## src/rtl/button_debouncer_if.sv

```systemverilog
// Button-side bundle for the debouncer: raw pins in, debounced level and event pulses out.
// The master drives the pins (board or bench); the debouncer sits on the slave side.
interface button_debouncer_if #(
  parameter int NUM_BUTTONS = 4
);
  logic [NUM_BUTTONS-1:0] btn_in;
  logic [NUM_BUTTONS-1:0] btn_state;
  logic [NUM_BUTTONS-1:0] btn_press;
  logic [NUM_BUTTONS-1:0] btn_release;
  logic [NUM_BUTTONS-1:0] btn_hold;

  modport master (
    output btn_in,
    input  btn_state,
    input  btn_press,
    input  btn_release,
    input  btn_hold
  );

  modport slave (
    input  btn_in,
    output btn_state,
    output btn_press,
    output btn_release,
    output btn_hold
  );
endinterface

```

## src/rtl/button_debouncer.sv

```systemverilog
// Debounces NUM_BUTTONS independent pushbuttons and reports a clean level plus
// press, release and one-shot long-hold pulses per channel.
module button_debouncer #(
  parameter int               NUM_BUTTONS     = 4,
  parameter int               CNT_W           = 25,
  parameter logic [CNT_W-1:0] DEBOUNCE_CYCLES = 25'd640000,
  parameter logic [CNT_W-1:0] HOLD_CYCLES     = 25'd32000000,
  parameter bit               ACTIVE_LOW      = 1'b1
) (
  input  logic              clk,
  input  logic              reset,
  button_debouncer_if.slave bus
);

  typedef enum logic [1:0] {
    RELEASED,
    PRESS_WAIT,
    PRESSED,
    RELEASE_WAIT
  } state_t;

  localparam logic [CNT_W-1:0] DBC_LAST  = DEBOUNCE_CYCLES - 1'b1;
  localparam logic [CNT_W-1:0] HOLD_LAST = HOLD_CYCLES - 1'b1;

  logic [NUM_BUTTONS-1:0] r_sync1;
  logic [NUM_BUTTONS-1:0] r_sync2;
  logic [NUM_BUTTONS-1:0] w_raw;
  logic [NUM_BUTTONS-1:0] w_state;
  logic [NUM_BUTTONS-1:0] w_press;
  logic [NUM_BUTTONS-1:0] w_release;
  logic [NUM_BUTTONS-1:0] w_hold;

  // Synchronizer presets to the idle pin level so leaving reset never looks like a press.
  always_ff @(posedge clk or posedge reset) begin
    if (reset) begin
      r_sync1 <= {NUM_BUTTONS{ACTIVE_LOW}};
      r_sync2 <= {NUM_BUTTONS{ACTIVE_LOW}};
    end else begin
      r_sync1 <= bus.btn_in;
      r_sync2 <= r_sync1;
    end
  end

  assign w_raw = ACTIVE_LOW ? ~r_sync2 : r_sync2;

  for (genvar g = 0; g < NUM_BUTTONS; g++) begin : g_ch
    state_t           r_state;
    logic [CNT_W-1:0] r_dbc;
    logic [CNT_W-1:0] r_hld;
    logic             r_level;
    logic             r_press;
    logic             r_release;
    logic             r_hold;

    // The hold counter freezes during a pending release so a bounce resumes rather than restarts it.
    always_ff @(posedge clk or posedge reset) begin
      if (reset) begin
        r_state   <= RELEASED;
        r_dbc     <= '0;
        r_hld     <= '0;
        r_level   <= 1'b0;
        r_press   <= 1'b0;
        r_release <= 1'b0;
        r_hold    <= 1'b0;
      end else begin
        r_press   <= 1'b0;
        r_release <= 1'b0;
        r_hold    <= 1'b0;
        case (r_state)
          RELEASED: begin
            if (w_raw[g]) begin
              r_state <= PRESS_WAIT;
              r_dbc   <= '0;
            end
          end
          PRESS_WAIT: begin
            if (!w_raw[g]) begin
              r_state <= RELEASED;
            end else if (r_dbc == DBC_LAST) begin
              r_state <= PRESSED;
              r_level <= 1'b1;
              r_press <= 1'b1;
              r_hld   <= '0;
            end else begin
              r_dbc <= r_dbc + 1'b1;
            end
          end
          PRESSED: begin
            if (!w_raw[g]) begin
              r_state <= RELEASE_WAIT;
              r_dbc   <= '0;
            end else if (r_hld < HOLD_CYCLES) begin
              r_hld <= r_hld + 1'b1;
              if (r_hld == HOLD_LAST) begin
                r_hold <= 1'b1;
              end
            end
          end
          RELEASE_WAIT: begin
            if (w_raw[g]) begin
              r_state <= PRESSED;
            end else if (r_dbc == DBC_LAST) begin
              r_state   <= RELEASED;
              r_level   <= 1'b0;
              r_release <= 1'b1;
            end else begin
              r_dbc <= r_dbc + 1'b1;
            end
          end
          default: begin
            r_state <= RELEASED;
          end
        endcase
      end
    end

    assign w_state[g]   = r_level;
    assign w_press[g]   = r_press;
    assign w_release[g] = r_release;
    assign w_hold[g]    = r_hold;
  end

  assign bus.btn_state   = w_state;
  assign bus.btn_press   = w_press;
  assign bus.btn_release = w_release;
  assign bus.btn_hold    = w_hold;

endmodule

```

## src/flat_wrapper.sv

```systemverilog
// flat-port wrapper written by rule: the top's interface ports become plain ports
module button_debouncer_flat 
#(
  parameter int               NUM_BUTTONS     = 4,
  parameter int               CNT_W           = 25,
  parameter logic [CNT_W-1:0] DEBOUNCE_CYCLES = 25'd640000,
  parameter logic [CNT_W-1:0] HOLD_CYCLES     = 25'd32000000,
  parameter bit               ACTIVE_LOW      = 1'b1
)
  (clk, reset, bus_btn_in, bus_btn_state, bus_btn_press, bus_btn_release, bus_btn_hold);
  button_debouncer_if #(.NUM_BUTTONS(NUM_BUTTONS)) bus_i ();
  input  logic clk;
  input  logic reset;
  input wire logic [$bits(bus_i.btn_in)-1:0] bus_btn_in;
  output wire logic [$bits(bus_i.btn_state)-1:0] bus_btn_state;
  output wire logic [$bits(bus_i.btn_press)-1:0] bus_btn_press;
  output wire logic [$bits(bus_i.btn_release)-1:0] bus_btn_release;
  output wire logic [$bits(bus_i.btn_hold)-1:0] bus_btn_hold;
  assign bus_i.btn_in = bus_btn_in;
  assign bus_btn_state = bus_i.btn_state;
  assign bus_btn_press = bus_i.btn_press;
  assign bus_btn_release = bus_i.btn_release;
  assign bus_btn_hold = bus_i.btn_hold;
  button_debouncer #(.NUM_BUTTONS(NUM_BUTTONS), .CNT_W(CNT_W), .DEBOUNCE_CYCLES(DEBOUNCE_CYCLES), .HOLD_CYCLES(HOLD_CYCLES), .ACTIVE_LOW(ACTIVE_LOW)) u_core (.clk(clk), .reset(reset), .bus(bus_i));
endmodule
```

## config.mk

```make
export PLATFORM = sky130hd
export DESIGN_NAME = button_debouncer_flat
export DESIGN_NICKNAME = d
export VERILOG_FILES = /design/src/rtl/button_debouncer_if.sv /design/src/rtl/button_debouncer.sv /design/src/flat_wrapper.sv
export SDC_FILE = /design/constraint.sdc
export NUM_CORES = 1
export LEC_CHECK = 0
export ABC_AREA = 1
export ABC_CLOCK_PERIOD_IN_PS = 17600
export CAP_MARGIN = 30
export CORE_MARGIN = 3
export CORE_UTILIZATION = 60
export CTS_CLUSTER_DIAMETER = 200
export CTS_CLUSTER_SIZE = 10
export DETAILED_ROUTE_END_ITERATION = 8
export PLACE_DENSITY_LB_ADDON = 0.3
export SLEW_MARGIN = 5
export SYNTH_ARGS = -nofsm -noshare
export SYNTH_HDL_FRONTEND = slang
export SYNTH_SLANG_ARGS = --single-unit
```

## constraint.sdc

```tcl
create_clock -name clk -period 17.6 [get_ports clk]
set_input_delay 3.52 -clock clk [delete_from_list [all_inputs] [get_ports clk]]
set_output_delay 3.52 -clock clk [all_outputs]
set_load 0.01 [all_outputs]
```

==> flow_metrics.tcl, run 1 <==
set metrics [dict create \
    vdd_drop_max_v 0.00008115 \
    r2r_start "u_core.g_ch[2].r_state[0]" \
    worst_slew_pin_slew_ns 0.8206 \
    antenna_left 0 \
    finalCriticalPeriod_ns 5.002 \
    finalSetupViolations 0 \
    synth_edf_count 0 \
    yosysMostFrequentCell "nand2_1" \
    synth_xor_area_frac 0.03171 \
    ios 22 \
    critPathTopFamily "buffers and inverters" \
    synth_cell_types 40 \
    gp_congestion 0.9260 \
    hp-class "flop to flop" \
    drc 0 \
    finalClockSkew_ns 0.01768 \
    outcome "finished, final reports clean" \
    wire_per_inst_um 13.00 \
    fin_crit_sh 0.2842 \
    grt_pass1_wl_um 60150 \
    drt_pass1_iterations 8 \
    final.setup.tns_ns 0 \
    die_h_um 165.1 \
    r2r-end "u_core.g_ch[2].r_hld[17]" \
    synth-compound-area-share 0.04974 \
    critPathLaunchType "primary input" \
    vias 14580 \
    synth_fa_ha_area_frac 0.006588 \
    power.leakage_nw 7.284 \
    power_density_nw_per_um2 66.42 \
    critPathKind "primary input to asynchronous set/reset pin" \
    fillers 2223 \
    yosys-top-cells-count "nand2_1, nor2_1, nand3_1" \
    viasPerCell 5.400 \
    finalHoldViolCount 0 \
    grtUsageTotal 0.2587 \
    fin_util 0.6611 \
    maxCapViolCount 0 \
    hold_slack_ns 0.3546 \
    clkTransAtPathRegs_ns 0.06 \
    synthesis.instances 2365 \
    synth_ff_type "dfrtp_1" \
    path_buf_inv 5 \
    rsz0062_at_grt "false" \
    grt_pass1_vias 13330 \
    r2r_slack_ns 14.95 \
    max_freq_ghz 0.1999 \
    clock_sinks 232 \
    cts_root_buffer "clkbuf_16" \
    cts_tree "yes" \
    ys_ff_latch 232 \
    drt-initial-drc-count 1195 \
    clk_latency_ns 0.54 \
    layout.nets 2372 \
    synth_area_leaders "dfrtp_1, nand2_1, nor2_1, nand3_1, inv_1" \
    syn-num-nets 2379 \
    diodes 0 \
    htree_num_levels 1 \
    arrival_ns 5.64 \
    yosysWarnings 0 \
    fp.coreArea_um2 24600 \
    end_kind "asynchronous set/reset pin" \
    synth_top_cell_area_share 0.3689 \
    drive_gt1_frac 0.04209 \
    cp-startpoint "reset" \
    antenna_found_initial 0 \
    setup.worst_path.end "u_core.r_sync2[3]" \
    overflow 0 \
    path_depth 5 \
    ys_seq_area_frac 0.3828 \
    synth_top_family_by_area "simple AND/OR/NAND/NOR gates" \
    slew_viol_final 0 \
    crit_required_ns 18.24 \
    rows 57 \
    io_buffers 21 \
    cts_resized 0 \
    cts_setup_buffers 0 \
    wirelength_um 35110 \
    numCtsBuffers 27 \
    max_stage_delay_ns 0.49 \
    hold_start "u_core.r_sync1[2]" \
    synthSimpleGateAreaFrac 0.4505 \
    dieArea_um2 27270 \
    cts_buffer_depth 3 \
    cp_max_fo 88 \
    synthToLayoutAreaGrowth_pct 7.066 \
    postSynthAreaPerCell_um2 6.424 \
    place_hpwl_um 24670 \
    die_x_um 165.1 \
    synth_top_area_cell "dfrtp_1" \
    grt_max_degree 89 \
    relSlewSlack 0.4530 \
    slowest_stage "clkdlybuf4s50_1" \
    muxShareOfSynthArea 0 \
    syn_area_um2 15190 \
    hold_buffers 0 \
    initial_core_util 0.6175 \
    worstRegToRegCells 7 \
    async_reset_ff_frac 1.000 \
    cp_cell_sequence "clkdlybuf4s50_1 -> inv_8 -> buf_16 -> buf_4 -> buf_16" \
    cpMostUsedCell "buf_16" \
]
-- routing by layer --
| metal | global-route usage | part of all wire | vias to the layer above |
|---|---|---|---|
| li1 | - | - | 7397 |
| met1 | 0.3606 | 0.46 | 6740 |
| met2 | 0.4301 | 0.47 | 378 |
| met3 | 0.03367 | 0.050 | 66 |
| met4 | 0.06405 | 0.021 | 0 |
| met5 | 0 | 0 | - |
-- state kept, by name (all words and copies together) (netlist names), named ones only --
signal	cells
u_core.g_ch.r_hold	4
u_core.g_ch.r_state	4
u_core.g_ch.r_dbc	100
u_core.g_ch.r_hld	100
u_core.r_sync2	4
u_core.g_ch.r_press	4
u_core.g_ch.r_release	4
u_core.g_ch.r_level	4
u_core.r_sync1	4
-- metrics by stage --
stage          power [W]  std cells  setup slack (ns)  instance area [µm²]
2_1_floorplan  0.0005815       2365             7.732                15190
3_3_place_gp   0.0005901       2651             11.69                15450
3_5_place_dp   0.0005917       2652             11.72                15480
4_1_cts         0.001092       2699             12.28                16240
5_1_grt         0.001121       2700             12.35                16270
6_report        0.001080       2700             12.60                16270
-- worst min-delay path by stage --
stage / endpoint / cells past startpoint
after global placement: u_core.r_sync2[0] / 0
after CTS: u_core.r_sync2[2] / 0
after global routing: u_core.r_sync2[2] / 0
after floorplan: u_core.r_sync2[0] / 0
final: u_core.r_sync2[2] / 0
after detailed placement: u_core.r_sync2[2] / 0
-- worst register-to-register path: stages, from the launching register on --
cell	delay, ns
dfrtp_1	0.68
nor2_1	0.11
inv_1	0.56
nor2_1	0.12
nand3_2	0.43
nand2_2	0.41
nand2_1	0.16
nand2_1	0.07
-- kinds of logic after synthesis --
group | after synthesis
AO/OA/AOI/OAI | 140
XOR/XNOR | 55
adder cells (fa/ha/maj) | 8
buffers and inverters | 276
flip-flops | 232
AND/OR/NAND/NOR | 1654
-- placed cells by master (no fill, tap or decap), types with 20 or more instances in the layout --
cell type / count
o21ai_0: 98
inv_1: 200
nor2_1: 403
nand2_1: 906
dfrtp_1: 224
xor2_1: 35
clkbuf_16: 27
nor3_1: 29
nand4_1: 30
nand3_1: 229
clkdlybuf4s50_1: 21
xnor2_1: 20
-- report_power, final --
group          leakage (nW)  total [W]  internal, W  switching, W
Sequential             3.20   0.000547     0.000539    0.00000748
Clock                 0.363   0.000498     0.000285      0.000213
Combinational          3.72  0.0000359   0.00000836     0.0000275
-- layout make-up --
type | instances | area [µm²] | share of cell area
clock buffers | 45 | 743.2 | 0.04569
clock inverters | 2 | 17.52 | 0.001077
inverters | 213 | 807.0 | 0.04961
multi-input cells | 1857 | 8183 | 0.5030
flip-flops and latches | 232 | 5816 | 0.3575
well taps | 324 | 405.4 | 0.02492
repair buffers | 27 | 295.3 | 0.01815
No activity file was read; power rests on OpenSTA's default activity.
==> run 2, diff against run 1 <==
--- a/config.mk
+++ b/config.mk
@@ -6,10 +6,10 @@
 export NUM_CORES = 1
 export LEC_CHECK = 0
 export ABC_AREA = 1
-export ABC_CLOCK_PERIOD_IN_PS = 17600
+export ABC_CLOCK_PERIOD_IN_PS = 4550
 export CAP_MARGIN = 30
 export CORE_MARGIN = 3
-export CORE_UTILIZATION = 60
+export CORE_UTILIZATION = 58
 export CTS_CLUSTER_DIAMETER = 200
 export CTS_CLUSTER_SIZE = 10
 export DETAILED_ROUTE_END_ITERATION = 8
==> constraint.sdc (replaced) <==
create_clock -name clk -period 4.55 [get_ports clk]
set_input_delay 0.91 -clock clk [delete_from_list [all_inputs] [get_ports clk]]
set_output_delay 0.91 -clock clk [all_outputs]
set_load 0.01 [all_outputs]
==> run 2 against run 1 <==
Against the previous run:
- setup slack got worse by 11 ns
- count of clock-buffer cells in the layout rose by 3
- combinational power rose to 3.8 times the previous value
- clock skew rose by 0.0067 ns
- register-to-register slack got worse by 13 ns
- non-clock buffer count did not move
- final cell count rose by 0.33%
- largest cell class unchanged
==> flow_metrics.tcl, run 2 (synthesis results as in run 1) <==
set metrics [dict create \
    outcome "finished, final reports clean" \
    finalClockSkew_ns 0.02436 \
    worst_slew_pin_slew_ns 0.8318 \
    viasPerCell 5.358 \
    overflow 0 \
    final_cells 2709 \
    max_freq_ghz 0.3701 \
    slew_viol_final 0 \
    io_buffers 21 \
    rows 58 \
    power.switching_w 0.0009622 \
    antenna_found_initial 0 \
    finalCriticalPeriod_ns 2.702 \
    fillers 2304 \
    die_h_um 167.9 \
    clkTransAtPathRegs_ns 0.06 \
    hp-class "flop to flop" \
    pwr-share-seq 0.504 \
    place_hpwl_um 24790 \
    cts_buffer_depth 3 \
    vias 14520 \
    clock_sinks 232 \
    p_comb_frac 0.032 \
    fp.coreArea_um2 25470 \
    r2r-end "u_core.g_ch[2].r_hld[14]" \
    min_path_cells 0 \
    hold_buffers 0 \
    dp_cells 2659 \
    reg_top3 "u_core.g_ch.r_dbc x100, u_core.g_ch.r_hld x100" \
    initial_core_util 0.5965 \
    layout.nets 2372 \
    diodes 0 \
    arrival_ns 3.17 \
    power.leakage_nw 7.276 \
    p_sw_frac 0.2296 \
    seq_area_um2 5816 \
    drc 0 \
    end_kind "flop" \
    critPathTopFamily "simple AND/OR/NAND/NOR gates" \
    power_density_nw_per_um2 257.7 \
    worstRegToRegCells 7 \
    crit_required_ns 5.02 \
    p_int_w 0.003229 \
    grt_pass1_vias 13360 \
    ios 22 \
    die_x_um 167.9 \
    grt_pass1_wl_um 60920 \
    multi_input_area_um2 8183 \
    critPathLaunchType "flop" \
    dpl_worst_slack_ns 1.920 \
    final.setup.tns_ns 0 \
    cts_setup_buffers 0 \
    finalSetupViolations 0 \
    cp_cell_sequence "nor2_1 -> inv_1 -> nor2_1 -> nand3_2 -> nand2_2 -> nand2_1 -> nand2_1" \
    critPathKind "flop to flop" \
    r2r_slack_ns 1.85 \
    path_buf_inv 1 \
    cts_tree "yes" \
    pwr-share-clk 0.463 \
    wirelength_um 35020 \
    wire_per_inst_um 12.93 \
    drive_gt1_frac 0.04203 \
    drt-initial-drc-count 1269 \
    cp-startpoint "u_core.g_ch[2].r_state[0]" \
    r2r_start "u_core.g_ch[2].r_state[0]" \
    final_common_cell "nand2_1" \
    grt_max_degree 99 \
    rsz0062_at_grt "false" \
    finalHoldViolCount 0 \
    htree_num_levels 1 \
    max_stage_delay_ns 0.59 \
    gp_congestion 0.9522 \
    cts_resized 0 \
    drt_pass1_iterations 6 \
    cp_max_fo 28 \
    relSlewSlack 0.4455 \
    fin_crit_sh 0.5939 \
    maxCapViolCount 0 \
    worstHoldEndpoint "u_core.r_sync2[1]" \
    finalWorstSetupSlack_ns 1.848 \
    dieArea_um2 28170 \
    slowest_stage "nand2_2" \
    most-common-layout-cells "nand2_1, nor2_1, nand3_1" \
    cts_root_buffer "clkbuf_16" \
    grtUsageTotal 0.2484 \
    antenna_left 0 \
    hold_start "u_core.r_sync1[1]" \
    numCtsBuffers 27 \
    clk_latency_ns 0.55 \
    synthToLayoutAreaGrowth_pct 7.066 \
    vdd_drop_max_v 0.0003258 \
]
[run 2: changes by cell type in the layout (fill, tap and decap cells not counted), sizes merged]
| cell | before | now |
|---|---|---|
| clkbuf | 45 | 48 |
| clkinvlp | 0 | 1 |
| inv | 214 | 213 |
[run 2: worst max path at each step]
stage	to	slack (ns)	depth (start not counted)
floorplan	asynchronous set/reset pin	0.61	1
global placement	u_core.g_ch[2].r_hld[17]	2.04	7
detailed placement	u_core.g_ch[2].r_hld[14]	1.92	7
CTS	u_core.g_ch[2].r_hld[14]	1.90	7
global route	u_core.g_ch[2].r_hld[14]	1.63	9
finish	u_core.g_ch[2].r_hld[14]	1.85	7
[run 2: cell type report]
| type | instances | share of cell area |
|---|---|---|
| tap | 330 | 0.02538 |
| multi-input combinational | 1857 | 0.5030 |
| sequential | 232 | 0.3575 |
| clock inverter | 2 | 0.001077 |
| timing repair buffer | 27 | 0.01723 |
| inverter | 213 | 0.04938 |
| clock buffer | 48 | 0.04638 |
[run 2: power by group through the flow]
stage	clock (W)	sequential, W	combinational [W]
after floorplan	0	0.00214	0.000111
after detailed placement	0	0.00215	0.000139
after global placement	0	0.00215	0.000136
after global routing	0.00208	0.00212	0.000158
final	0.00194	0.00211	0.000136
after CTS	0.00200	0.00211	0.000140
[run 2: metal layers]
metal  GRT usage  vias up  wire length (µm)
li1            -     7404                 -
met1      0.3544     6639             16700
met2      0.4064      410             15880
met3     0.02677       62              1694
met4     0.06830        0               744
met5           0        -                 0
[run 2: per-stage QoR]
step / utilization / hold WS (ns) / total power [W] / instance area [µm²]
5_1_grt: 0.6386 / 0.3592 / 0.004353 / 16270
6_report: 0.6386 / 0.3517 / 0.004191 / 16270
3_3_place_gp: 0.6083 / 0.3459 / 0.002283 / 15490
3_5_place_dp: 0.6083 / 0.3472 / 0.002288 / 15490
4_1_cts: 0.6386 / 0.3525 / 0.004251 / 16270
2_1_floorplan: - / 0.3452 / 0.002250 / 15200
==> run 3, diff against run 2 <==
--- a/config.mk
+++ b/config.mk
@@ -6,7 +6,7 @@
 export NUM_CORES = 1
 export LEC_CHECK = 0
 export ABC_AREA = 1
-export ABC_CLOCK_PERIOD_IN_PS = 4550
+export ABC_CLOCK_PERIOD_IN_PS = 2400
 export CAP_MARGIN = 30
 export CORE_MARGIN = 3
 export CORE_UTILIZATION = 58
==> constraint.sdc (replaced) <==
create_clock -name clk -period 2.4 [get_ports clk]
set_input_delay 0.48 -clock clk [delete_from_list [all_inputs] [get_ports clk]]
set_output_delay 0.48 -clock clk [all_outputs]
set_load 0.01 [all_outputs]
==> run 3 against run 2 <==
Against the previous run:
- total power is 90% higher
- combinational power is 120% higher
- largest cell class unchanged
- count of clock-buffer cells in the layout is 4 lower
- critical path type unchanged
- first-iteration DRC count is 1.4% lower
- cell area up 1.3%
==> flow_metrics.tcl, run 3 (synthesis results as in run 1) <==
set metrics [dict create \
    outcome "finished, final reports clean" \
    fin_crit_sh 0.8865 \
    hp-class "primary input to asynchronous set/reset pin" \
    cp_cell_sequence "ha_1 -> nand2_2 -> nor2_4 -> nand2_2 -> nor2_4 -> nand3_2 -> nand2_4 -> buf_4 -> o21ai_0" \
    final.setup.tns_ns 0 \
    cts_tree "yes" \
    grtUsageTotal 0.2548 \
    drt-initial-drc-count 1251 \
    wire_per_inst_um 13.12 \
    fin_area_um2 16470 \
    antenna_found_initial 0 \
    crit_required_ns 2.80 \
    viasPerCell 5.311 \
    final_common_cell "nand2_1" \
    vdd_drop_max_v 0.0005719 \
    path_buf_inv 1 \
    final_cells 2731 \
    slew_viol_final 0 \
    die_x_um 167.9 \
    rows 58 \
    overflow 0 \
    reg_top3 "u_core.g_ch.r_dbc x100, u_core.g_ch.r_hld x100" \
    clk_latency_ns 0.54 \
    finalCriticalPeriod_ns 2.128 \
    cts_buffer_depth 3 \
    io_buffers 21 \
    hold_slack_ns 0.2101 \
    worst_slew_pin_slew_ns 0.5106 \
    fp.coreArea_um2 25470 \
    synthToLayoutAreaGrowth_pct 8.416 \
    grt_pass1_vias 13600 \
    critPathKind "flop to flop" \
    dpl_worst_slack_ns 0.2870 \
    drive_gt1_frac 0.05248 \
    cts_setup_buffers 0 \
    wirelength_um 35840 \
    rsz0062_at_grt "false" \
    htree_num_levels 1 \
    cts_resized 0 \
    dp_cells 2685 \
    grt_max_degree 52 \
    max_freq_ghz 0.4700 \
    gp_congestion 0.9593 \
    most-common-layout-cells "nand2_1, nor2_1, nand3_1" \
    max_stage_delay_ns 0.41 \
    critPathTopFamily "simple AND/OR/NAND/NOR gates" \
    initial_core_util 0.5965 \
    finalHoldViolCount 0 \
    diodes 0 \
    layout.nets 2398 \
    finalClockSkew_ns 0.01642 \
    die_h_um 167.9 \
    power.leakage_nw 7.405 \
    power_density_nw_per_um2 482.3 \
    arrival_ns 2.52 \
    drc 0 \
    hold_buffers 0 \
    clock_sinks 232 \
    placed_cell_area_um2 15720 \
    finalSetupViolations 0 \
    ios 22 \
    cts_root_buffer "clkbuf_16" \
    numCtsBuffers 27 \
    relSlewSlack 0.6570 \
    dieArea_um2 28170 \
    antenna_left 0 \
    drt_pass1_iterations 7 \
    end_kind "flop" \
    finalWorstSetupSlack_ns 0.2723 \
    clkTransAtPathRegs_ns 0.06 \
    grt_pass1_wl_um 62600 \
    place_hpwl_um 26020 \
    critPathLaunchType "flop" \
    slowest_stage "dfrtp_1" \
    maxCapViolCount 0 \
    cp_max_fo 19 \
    vias 14510 \
]
==> run 3: cell count changes in the layout (fill, tap and decap cells not counted), sizes merged <==
cell / previous run / this run
buf: 6 / 32
clkbuf: 48 / 44
==> run 3: through the flow <==
stage	total power, W	utilization
global placement	0.004358	0.6170
CTS	0.008049	0.6467
finish	0.007945	0.6467
detailed placement	0.004369	0.6170
global route	0.008237	0.6467
floorplan	0.004265	-
==> run 3: final cells by class <==
cell class	instances	area [µm²]
clock inverters	2	17.52
repair buffers	53	500.5
well taps	330	412.9
clock buffers	44	739.5
inverters	213	803.3
flip-flops and latches	232	5816
multi-input cells	1857	8183
fillers	2306	9000
==> run 3: final timing paths <==
path	from	endpoint	slack [ns]	cells past startpoint
worst max-delay path	u_core.g_ch[2].r_dbc[0]	u_core.g_ch[2].r_dbc[20]	0.27	9
worst min-delay path	reset	u_core.g_ch[1].r_hld[2]	0.21	2
worst max register to register	u_core.g_ch[2].r_dbc[0]	u_core.g_ch[2].r_dbc[20]	0.27	9
worst min register to register	u_core.r_sync1[1]	u_core.r_sync2[1]	0.35	0
max in group asynchronous	reset	u_core.g_ch[0].r_dbc[14]	1.38	4
min in group clk	u_core.r_sync1[1]	u_core.r_sync2[1]	0.35	0
==> run 3: per-layer routing <==
metal | track usage | wire length (µm)
met1 | 0.3580 | 16890
met2 | 0.4317 | 16940
met3 | 0.02700 | 1439
met4 | 0.05372 | 572
met5 | 0 | 0
==> run 3: power by group <==
group,internal [W],switching [W]
sequential,0.00395,0.0000424
clock,0.00209,0.00156
combinational,0.0000807,0.000220
total,0.00612,0.00183
